`src/rtl/i2c_register_target_pkg.sv`:
```
// Shared types for the I2C register target: clock/reset record and FSM state encoding.
package i2c_register_target_pkg;

  typedef struct packed {
    logic clk;
    logic reset;
  } ckrs_t;

  typedef enum logic [3:0] {
    IDLE,
    ADDR,
    ADDR_ACK,
    REG,
    REG_ACK,
    WRITE,
    WRITE_ACK,
    READ,
    READ_ACK,
    IGNORE
  } i2c_state_t;

endpackage

```
`src/rtl/i2c_register_target_line_filter.sv`:
```
// 2-FF synchroniser plus glitch filter for one open-drain bus line; resets to idle-high.
// Latency: 2 sync clocks + GLITCH_CYCLES stable clocks; no backpressure.
module i2c_line_filter #(
  parameter int GLITCH_CYCLES = 3
) (
  input  logic clk,
  input  logic rst,
  input  logic line_raw,
  output logic line_filt
);

  localparam int CW = $clog2(GLITCH_CYCLES + 1);

  logic [1:0]    sync_q;
  logic [CW-1:0] stable_cnt;

  always_ff @(posedge clk or posedge rst) begin
    if (rst) begin
      sync_q     <= 2'b11;
      stable_cnt <= '0;
      line_filt  <= 1'b1;
    end else begin
      sync_q <= {sync_q[0], line_raw};
      // Any return to the current filtered level restarts the stability count.
      if (sync_q[1] == line_filt) begin
        stable_cnt <= '0;
      end else if (stable_cnt == CW'(GLITCH_CYCLES - 1)) begin
        stable_cnt <= '0;
        line_filt  <= sync_q[1];
      end else begin
        stable_cnt <= stable_cnt + 1'b1;
      end
    end
  end

endmodule

```
`src/rtl/i2c_register_target.sv`:
```
// I2C target exposing a byte register file through an auto-incrementing register pointer.
// Latency: bus events act 2 + GLITCH_CYCLES + 1 clocks after the wire; no clock stretching, no backpressure.
module i2c_register_target
  import i2c_register_target_pkg::*;
#(
  parameter logic [6:0] I2C_ADDRESS   = 7'h50,
  parameter int         GLITCH_CYCLES = 3
) (
  input  ckrs_t       ClkRs_ix,
  input  logic        Scl_i,
  input  logic        Sda_i,
  output logic        SdaDrvLow_o,
  output logic        Busy_o,
  output logic        WrStrobe_o,
  output logic [7:0]  WrAddr_ob8,
  output logic [7:0]  WrData_ob8,
  output logic        RdStrobe_o,
  output logic [7:0]  RdAddr_ob8,
  input  logic [7:0]  RdData_ib8,
  output i2c_state_t  State_o,
  output logic [7:0]  AddressReceived_ob8,
  output logic [7:0]  RegisterAddressReceived_ob8
);

  logic clk, rst;
  assign clk = ClkRs_ix.clk;
  assign rst = ClkRs_ix.reset;

  logic scl_f, sda_f, scl_q, sda_q;
  logic start, stop, scl_rise, scl_fall;

  i2c_line_filter #(.GLITCH_CYCLES(GLITCH_CYCLES)) u_scl_filter (
    .clk(clk), .rst(rst), .line_raw(Scl_i), .line_filt(scl_f)
  );
  i2c_line_filter #(.GLITCH_CYCLES(GLITCH_CYCLES)) u_sda_filter (
    .clk(clk), .rst(rst), .line_raw(Sda_i), .line_filt(sda_f)
  );

  assign start    = scl_q & scl_f & sda_q & ~sda_f;
  assign stop     = scl_q & scl_f & ~sda_q & sda_f;
  assign scl_rise = ~scl_q & scl_f;
  assign scl_fall = scl_q & ~scl_f;

  i2c_state_t state_q, state_d;
  logic [7:0] shift_q, shift_d, ptr_q, ptr_d;
  logic [7:0] addr_rcv_q, addr_rcv_d, reg_rcv_q, reg_rcv_d;
  logic [7:0] wr_addr_q, wr_addr_d, wr_data_q, wr_data_d;
  logic [2:0] bit_cnt_q, bit_cnt_d;
  logic       wr_stb_q, wr_stb_d, rd_stb_q, rd_stb_d;
  logic       sda_low_q, sda_low_d, busy_q, busy_d, load_pend_q, load_pend_d;
  logic [7:0] rx_byte;
  logic       load_now;

  always_comb begin
    state_d     = state_q;
    shift_d     = shift_q;
    ptr_d       = ptr_q;
    addr_rcv_d  = addr_rcv_q;
    reg_rcv_d   = reg_rcv_q;
    wr_addr_d   = wr_addr_q;
    wr_data_d   = wr_data_q;
    bit_cnt_d   = bit_cnt_q;
    wr_stb_d    = 1'b0;
    rd_stb_d    = 1'b0;
    sda_low_d   = sda_low_q;
    busy_d      = busy_q;
    load_pend_d = load_pend_q;
    rx_byte     = {shift_q[6:0], sda_f};
    load_now    = 1'b0;

    if (start) begin
      state_d     = ADDR;
      bit_cnt_d   = '0;
      sda_low_d   = 1'b0;
      busy_d      = 1'b1;
      load_pend_d = 1'b0;
    end else if (stop) begin
      state_d     = IDLE;
      sda_low_d   = 1'b0;
      busy_d      = 1'b0;
      load_pend_d = 1'b0;
    end else begin
      case (state_q)
        ADDR, REG, WRITE: begin
          if (scl_rise) begin
            shift_d   = rx_byte;
            bit_cnt_d = bit_cnt_q + 3'd1;
            if (bit_cnt_q == 3'd7) begin
              if (state_q == ADDR) begin
                addr_rcv_d = rx_byte;
                state_d    = (rx_byte[7:1] == I2C_ADDRESS) ? ADDR_ACK : IGNORE;
              end else if (state_q == REG) begin
                reg_rcv_d = rx_byte;
                ptr_d     = rx_byte;
                state_d   = REG_ACK;
              end else begin
                wr_stb_d  = 1'b1;
                wr_addr_d = ptr_q;
                wr_data_d = rx_byte;
                ptr_d     = ptr_q + 8'd1;
                state_d   = WRITE_ACK;
              end
            end
          end
        end
        ADDR_ACK, REG_ACK, WRITE_ACK: begin
          // First fall starts driving the ACK, second fall ends the slot.
          if (scl_fall) begin
            sda_low_d = ~sda_low_q;
            if (sda_low_q) begin
              bit_cnt_d = '0;
              if (state_q != ADDR_ACK) begin
                state_d = WRITE;
              end else if (addr_rcv_q[0]) begin
                state_d  = READ;
                load_now = 1'b1;
              end else begin
                state_d = REG;
              end
            end
          end
        end
        READ: begin
          if (scl_fall && load_pend_q) begin
            load_now = 1'b1;
          end else if (scl_fall) begin
            shift_d   = {shift_q[6:0], 1'b0};
            sda_low_d = ~shift_q[6];
          end else if (scl_rise) begin
            bit_cnt_d = bit_cnt_q + 3'd1;
            if (bit_cnt_q == 3'd7) state_d = READ_ACK;
          end
        end
        READ_ACK: begin
          if (scl_fall) begin
            sda_low_d = 1'b0;
          end else if (scl_rise) begin
            if (sda_f) begin
              state_d = IGNORE;
            end else begin
              state_d     = READ;
              load_pend_d = 1'b1;
            end
          end
        end
        default: ;
      endcase
    end

    // Fetch the next read byte and present its MSB on the same SCL fall.
    if (load_now) begin
      shift_d     = RdData_ib8;
      sda_low_d   = ~RdData_ib8[7];
      rd_stb_d    = 1'b1;
      ptr_d       = ptr_q + 8'd1;
      bit_cnt_d   = '0;
      load_pend_d = 1'b0;
    end
  end

  always_ff @(posedge clk or posedge rst) begin
    if (rst) begin
      state_q     <= IDLE;
      shift_q     <= '0;
      ptr_q       <= '0;
      addr_rcv_q  <= '0;
      reg_rcv_q   <= '0;
      wr_addr_q   <= '0;
      wr_data_q   <= '0;
      bit_cnt_q   <= '0;
      wr_stb_q    <= 1'b0;
      rd_stb_q    <= 1'b0;
      sda_low_q   <= 1'b0;
      busy_q      <= 1'b0;
      load_pend_q <= 1'b0;
      scl_q       <= 1'b1;
      sda_q       <= 1'b1;
    end else begin
      state_q     <= state_d;
      shift_q     <= shift_d;
      ptr_q       <= ptr_d;
      addr_rcv_q  <= addr_rcv_d;
      reg_rcv_q   <= reg_rcv_d;
      wr_addr_q   <= wr_addr_d;
      wr_data_q   <= wr_data_d;
      bit_cnt_q   <= bit_cnt_d;
      wr_stb_q    <= wr_stb_d;
      rd_stb_q    <= rd_stb_d;
      sda_low_q   <= sda_low_d;
      busy_q      <= busy_d;
      load_pend_q <= load_pend_d;
      scl_q       <= scl_f;
      sda_q       <= sda_f;
    end
  end

  assign SdaDrvLow_o                 = sda_low_q;
  assign Busy_o                      = busy_q;
  assign WrStrobe_o                  = wr_stb_q;
  assign WrAddr_ob8                  = wr_addr_q;
  assign WrData_ob8                  = wr_data_q;
  assign RdStrobe_o                  = rd_stb_q;
  assign RdAddr_ob8                  = ptr_q;
  assign State_o                     = state_q;
  assign AddressReceived_ob8         = addr_rcv_q;
  assign RegisterAddressReceived_ob8 = reg_rcv_q;

endmodule

```
`config.mk`:
```
export PLATFORM = sky130hd
export DESIGN_NAME = i2c_register_target
export DESIGN_NICKNAME = d
export VERILOG_FILES = /design/src/rtl/i2c_register_target_pkg.sv /design/src/rtl/i2c_register_target_line_filter.sv /design/src/rtl/i2c_register_target.sv
export SDC_FILE = /design/constraint.sdc
export NUM_CORES = 1
export LEC_CHECK = 0
export CAP_MARGIN = 20
export CORE_ASPECT_RATIO = 0.8
export CORE_UTILIZATION = 52
export DETAILED_ROUTE_END_ITERATION = 6
export PLACE_DENSITY = 0.9
export RECOVER_POWER = 100
export SKIP_CTS_REPAIR_TIMING = 1
export SYNTH_ARGS = -nofsm -noshare
export SYNTH_HDL_FRONTEND = slang
export SYNTH_SLANG_ARGS = --single-unit
```
`constraint.sdc`:
```
create_clock -name ClkRs_ix -period 2.3 [get_ports ClkRs_ix]
set_input_delay 0.345 -clock ClkRs_ix [delete_from_list [all_inputs] [get_ports ClkRs_ix]]
set_output_delay 0.345 -clock ClkRs_ix [all_outputs]
set_load 0.02 [all_outputs]
```
# Word-level counts from Yosys, hierarchy flattened
# Index checks and enable logic that the tools add are counted.
[totals]
elab_cells = 191
input_bits = 12
out_inout_bits = 48
regBits = 71
[classes]
muxes = 80
reduce_logical = 24
eq_ne = 42
bitwise = 20
n_addsub = 4
[op_table]
columns = ["cell", "n"]
rows = [
  ["8-bit 2-to-1 mux", 8],
  ["4-bit 2-to-1 mux", 15],
  ["4-bit inequality test, second input constant", 15],
  ["7-bit 2-to-1 mux", 6],
  ["1-bit 2-to-1 mux", 31],
  ["3-bit 2-to-1 mux", 10],
  ["6-bit AND reduction", 4],
  ["5-bit inequality test, second input constant", 4],
  ["4-bit by 3-bit == test with 1-bit output, second input constant", 4],
  ["4-bit one-hot mux with 4 select lines", 1],
  ["7-bit one-hot mux with 2 select lines", 1],
  ["7-bit AND reduction", 2],
  ["1-bit inverter", 13],
  ["6-bit nonzero test", 2],
  ["11-bit AND reduction", 1],
  ["2-bit 2-to-1 mux", 5],
  ["3-bit inequality test, second input constant", 3],
  ["3-bit one-hot mux with 3 select lines", 1],
  ["8-bit by 1-bit adder with 8-bit output, second input constant", 1],
  ["4-bit by 2-bit == test with 1-bit output, second input constant", 2],
  ["2-bit nonzero test", 4],
  ["4-bit nonzero test", 2],
  ["1-bit AND", 7],
  ["7-bit == test, second input constant", 1],
  ["21 further kinds", 27],
]

# Depth between registers and ports, before layout
[logic_depth]
word_depth = 9
depth_mapped = 8
depth_no_buf = 6

# Cells and area by module
# From an unflattened synthesis, not the netlist that was laid out.
[unflattened]
hier_cells = 287
hier_area_um2 = 3374.5
[by_module_without_submodules]
columns = ["mod", "n_inst", "seq_area_each_um2", "area_per_inst_um2", "cells_each"]
rows = [
  ["i2c_register_target", 1, 1529.0, 3009.1, 265],
  ["i2c_line_filter", 2, 128.9, 182.7, 11],
]

# Worst setup path before layout
# Ideal clock, no wire load.
[synth_path]
kind = "register -> register"
startpoint = "reg state_q[3] (netlist: State_o[3])"
endpoint = "reg wr_addr_q[0] (netlist: WrAddr_ob8[0])"
period_less_slack_ps = 1818
setup_slack_ps = 482
path_stages_with_launch = 8
setup_time_ps = 125
arrival_ps = 1693
n_path_buf = 3
cell_sequence = "dfrtp_1 > and4bb_1 > buf_4 > and2_4 > nand3b_2 > buf_6 > buf_6 > mux2_4"
[synth_between]
elab_chain_cells = 3
elab_cells_between_ends = 7
cone_classes = "eq/ne: 3; bitwise: 2; reduce/logical: 2"
[synth_lines]
columns = ["item", "line_no", "text"]
rows = [
  ["start, declared", "i2c_register_target.sv:44", "i2c_state_t state_q, state_d;"],
  ["start signal, assigned", "i2c_register_target.sv:179", "state_q <= state_d;"],
  ["4-bit by 1-bit == test with 1-bit output, or another cell as far along", "i2c_register_target.sv:83, i2c_register_target.sv:89", ""],
  ["3-bit OR reduction or 1-bit inverter (tied branches)", "n/a", ""],
  ["7-bit AND reduction (no line) (*)", "n/a", ""],
  ["end signal, assigned", "i2c_register_target.sv:184", "wr_addr_q <= wr_addr_d;"],
  ["end, declared", "i2c_register_target.sv:47", "logic [7:0] wr_addr_q, wr_addr_d, wr_data_q, wr_data_d;"],
]
# Every way passes the cells marked *; elsewhere a longest branch is shown, timed or not.
# A chain may end at the register's enable or synchronous reset.

# Final worst setup path
[layout_path]
startpoint = "reg state_q[1] (netlist: State_o[1])"
endpoint = "reg state_q[0] (netlist: State_o[0])"
[layout_between]
elab_chain_cells = 7
elab_cells_between_ends = 32
cone_classes = "eq/ne: 19; mux: 9; reduce/logical: 4"
[layout_lines]
columns = ["item", "line_no", "text"]
rows = [
  ["4-bit by 2-bit inequality test with 1-bit output or 4-bit by 1-bit == test with 1-bit output (tied branches)", "i2c_register_target.sv:112, i2c_register_target.sv:83, i2c_register_target.sv:89", ""],
  ["3-bit 2-to-1 mux or 4-bit 2-to-1 mux (tied branches)", "i2c_register_target.sv:112, i2c_register_target.sv:89", ""],
  ["4-bit 2-to-1 mux, on equally long branches", "i2c_register_target.sv:110, i2c_register_target.sv:88", ""],
  ["4-bit 2-to-1 mux, on equally long branches", "i2c_register_target.sv:108, i2c_register_target.sv:85", ""],
  ["4-bit one-hot mux with 4 select lines", "i2c_register_target.sv:83", "case (state_q)"],
  ["4-bit 2-to-1 mux", "i2c_register_target.sv:77", "end else if (stop) begin"],
  ["4-bit 2-to-1 mux", "i2c_register_target.sv:71", "if (start) begin"],
]
# Parallel ways exist; a longest one is shown, timed or not. The select of a mux whose other input is x is not followed.

==> impl_results.md <==
- Number of antenna violations at the first check in global routing: 0
- Max-cap violations: 0
- Met1 Resource Use GR: 0.356
- Final count of hold timing violations: 0
- Fraction of the cycle the final worst path needs: 1.01
- Sequential element share of the synthesized area: 0.549
- Synth Cell Area: 0.00326 sq mm
- Timing-limited maximum frequency: 0.431 GHz
- Worst max-slew margin expressed relative to the limit: 0.0207
- Synthesized netlist net count: 302
- CP Class: flop to flop
- Final number of setup-violating endpoints: 1
- Data arrival time of the critical path: 2550 ps
- Wire length of the first global-routing pass: roughly 17000 um
- Critical path capture point type: flop
- Hold Crit Class: flop to flop
- Global routing usage on met2: 0.497
- Count of flip-flops with a built-in enable after synthesis: 0
- Number of antenna-violating nets in the routed design: 0
- Failing checks: negative setup slack
- Wire length reported by the detailed router: 10300 um
- Crit Path Max Fanout: 17
- Setup slack of the critical path after layout: -18.0 ps
- Final cell count without fillers: 525
- Post-route cell area: 0.00483 sq mm
- Proportion of register bits with asynchronous set or reset after synthesis: 1.00
- Fraction of the core area covered by cells at the end of the flow: 0.808
- Final count of pins violating max slew: 0
- Area Overhead vs Synth: 48.2%
- Core Box Area: 0.00597 sq mm
- Die H: 72.8 um
- Number of global-route vias before repair: 3616
- Share of post-route cells with drive strength above 1: 0.311
- Number of warnings reported in the yosys synthesis log: 0
- IR drop worst, VDD: between 0.9 and 1 mV
- Pin slew with the least headroom to its limit: about 1500 ps
- Total Nets Final: between 400 and 500
- TritonCTS clock tree: yes
- Antenna diode instance count: 0
- Top Ports: 60
- Startpoint Class: flop
- Initial cell density of the core: 0.545
- Reg clk slew, reported paths: 70 ps
- Grt ovf: 0
- First-pass DRT Iterations: 6
- Standard cell area after detailed placement: approximately 0.0040 sq mm
- Clock Latency Late Sink: 360 ps
- Fin Hold WS: ~360 ps
- Clock Skew: 11.1 ps
- Netlist cell types: 54
- Number of placed instances with taps included: 423
- Per-cell via count in the routed design: ~5.9
- Gate Count Post-Synth: 287
- Leakage dissipation: 0.00191 uW
- Count of unresolved DRC violations after routing: 0
- Post-layout power: roughly 6600 uW
- # port buffers: 58
- Global Route met3 Usage: 0.214
- Number of rows in the core area: 25
- Layer with the highest usage: met2
- Flip-flop and latch count after synthesis: 71
- Global-route usage over all layers: 0.353
- Power density normalized to cell area: 1370 mW/mm^2
- Avg Synthesized Cell Area: 11.3 sq um
- Commonest register cell after synthesis: sky130_fd_sc_hd__dfrtp_1
- RSZ-0062 raised after global routing: no
- HPWL after detailed placement: between 5000 and 6000 um
- Clock period minus worst slack: 2320 ps
- Via Count: around 3100
- Initial detailed-routing violation count: 357
- Die Wd: 90.5 um
- Die ar.: 0.00659 sq mm
- Result of the run: complete, but fails checks
- Pin count of the biggest net entering global routing: 21
- Per-cell routed wire length: approximately 20 um
- Final weighted congestion in routability-driven placement: 0.867
- Crit path required time: 2530 ps
## final timing paths
check | from | endpoint | slack (ps) | depth (start not counted)
setup / recovery | State_o[1]$_DFFE_PP0P_ | State_o[0]$_DFFE_PP0P_ | -20 | 4
min in group asynchronous | ClkRs_ix[0] | RdAddr_ob8[7]$_DFFE_PP0P_ | 1470 | 3
max in group asynchronous | ClkRs_ix[0] | scl_q$_DFF_PP1_ | 490 | 3
setup reg to reg | State_o[1]$_DFFE_PP0P_ | State_o[0]$_DFFE_PP0P_ | -20 | 4
hold / removal | u_sda_filter.sync_q[0]$_DFF_PP1_ | u_sda_filter.sync_q[1]$_DFF_PP1_ | 360 | 0
hold reg to reg | u_sda_filter.sync_q[0]$_DFF_PP1_ | u_sda_filter.sync_q[1]$_DFF_PP1_ | 360 | 0
## synthesized netlist by cell type (all sizes together), types with 2 or more instances
| master | number | area, sq um |
|---|---|---|
| nand2b | 5 | 31.3 |
| a21oi | 21 | 109 |
| nor2b | 2 | 12.5 |
| nand3 | 5 | 30.0 |
| dfrtp | 63 | 1580 |
| xnor2 | 3 | 26.3 |
| or4b | 2 | 20.0 |
| o31ai | 2 | 15.0 |
| a22oi | 5 | 37.5 |
| or3 | 2 | 12.5 |
| mux2 | 29 | 345 |
| clkbuf | 4 | 15.0 |
| ha | 3 | 37.5 |
| mux2i | 11 | 110 |
| buf | 8 | 55.1 |
| dfstp | 8 | 210 |
| nor3 | 10 | 50.1 |
| nor2 | 18 | 70.1 |
| o21ai | 18 | 90.1 |
| nor3b | 3 | 22.5 |
| a211oi | 2 | 15.0 |
| inv | 7 | 26.3 |
| nand2 | 28 | 105 |
| and3 | 2 | 12.5 |
| nand3b | 3 | 26.3 |
| and2 | 3 | 21.3 |
| o22ai | 2 | 18.8 |
## area by class of cell
class | count | area, sq um
fillers | 311 | 1150
well taps | 81 | 101
multi-input cells | 197 | 1360
clock buffers | 20 | 175
flip-flops and latches | 71 | 1790
clock inverters | 83 | 728
repair buffers | 67 | 658
inverters | 6 | 22.5
## critical path: stages (launching register included)
cell                      delay (ps)
sky130_fd_sc_hd__dfrtp_1         730
sky130_fd_sc_hd__nor2_1          210
sky130_fd_sc_hd__nor4_1          550
sky130_fd_sc_hd__nor3_1          290
sky130_fd_sc_hd__o31ai_1         410
## registers in the layout, summed over array words and instances (netlist names), 3 cells and up
signal                       count
AddressReceived_ob8              8
bit_cnt_q                        3
shift_q                          7
RegisterAddressReceived_ob8      8
State_o                          4
WrAddr_ob8                       8
RdAddr_ob8                       8
WrData_ob8                       8
## per-stage QoR
stage	setup WS (ps)	setup TNS (ps)
final	-18.0	-18.0
after global routing	44.9	0
after CTS	124	0
after detailed placement	247	0
after global placement	328	0
after floorplan	373	0
## report_power, final
group / total (uW) / leakage (uW) / switching, uW / internal, uW
combinational: 1190 / 0.000890 / 681 / 506
sequential: 1790 / 0.000851 / 390 / 1400
clock: 3620 / 0.000170 / 2410 / 1210
total: 6590 / 0.00191 / 3480 / 3110
## cells by family (layout without fill, tap and decap cells)
logic type | after synthesis | in the layout | synth area share
buf+inv | 19 | 176 | 0.0296
simple gates | 92 | 92 | 0.152
mux | 40 | 40 | 0.140
flops | 71 | 71 | 0.549
compound gates | 59 | 59 | 0.110
fa+ha+maj | 3 | 3 | 0.0115
xor+xnor | 3 | 3 | 0.00807
## layout by cell type, fill, tap and decap left out, types with 4 or more instances in the layout
| cell type | instances |
|---|---|
| sky130_fd_sc_hd__a21oi_1 | 20 |
| sky130_fd_sc_hd__inv_1 | 6 |
| sky130_fd_sc_hd__nand3_1 | 4 |
| sky130_fd_sc_hd__dlygate4sd3_1 | 50 |
| sky130_fd_sc_hd__clkdlybuf4s50_1 | 8 |
| sky130_fd_sc_hd__dfstp_2 | 6 |
| sky130_fd_sc_hd__clkbuf_8 | 10 |
| sky130_fd_sc_hd__a22oi_1 | 5 |
| sky130_fd_sc_hd__buf_4 | 7 |
| sky130_fd_sc_hd__nand2b_1 | 5 |
| sky130_fd_sc_hd__mux2_1 | 6 |
| sky130_fd_sc_hd__nor3_1 | 10 |
| sky130_fd_sc_hd__nand2_1 | 28 |
| sky130_fd_sc_hd__mux2_2 | 23 |
| sky130_fd_sc_hd__dfrtp_1 | 63 |
| sky130_fd_sc_hd__nor2_1 | 17 |
| sky130_fd_sc_hd__o21ai_0 | 18 |
| sky130_fd_sc_hd__clkinvlp_4 | 74 |
| sky130_fd_sc_hd__clkbuf_1 | 10 |
| sky130_fd_sc_hd__mux2i_1 | 11 |
## per-layer routing
layer,part of all wire,vias up
li1,-,1331
met4,0.038,0
met3,0.11,53
met1,0.38,1510
met5,0,-
met2,0.47,213
Power figures use the tool's default switching activity.
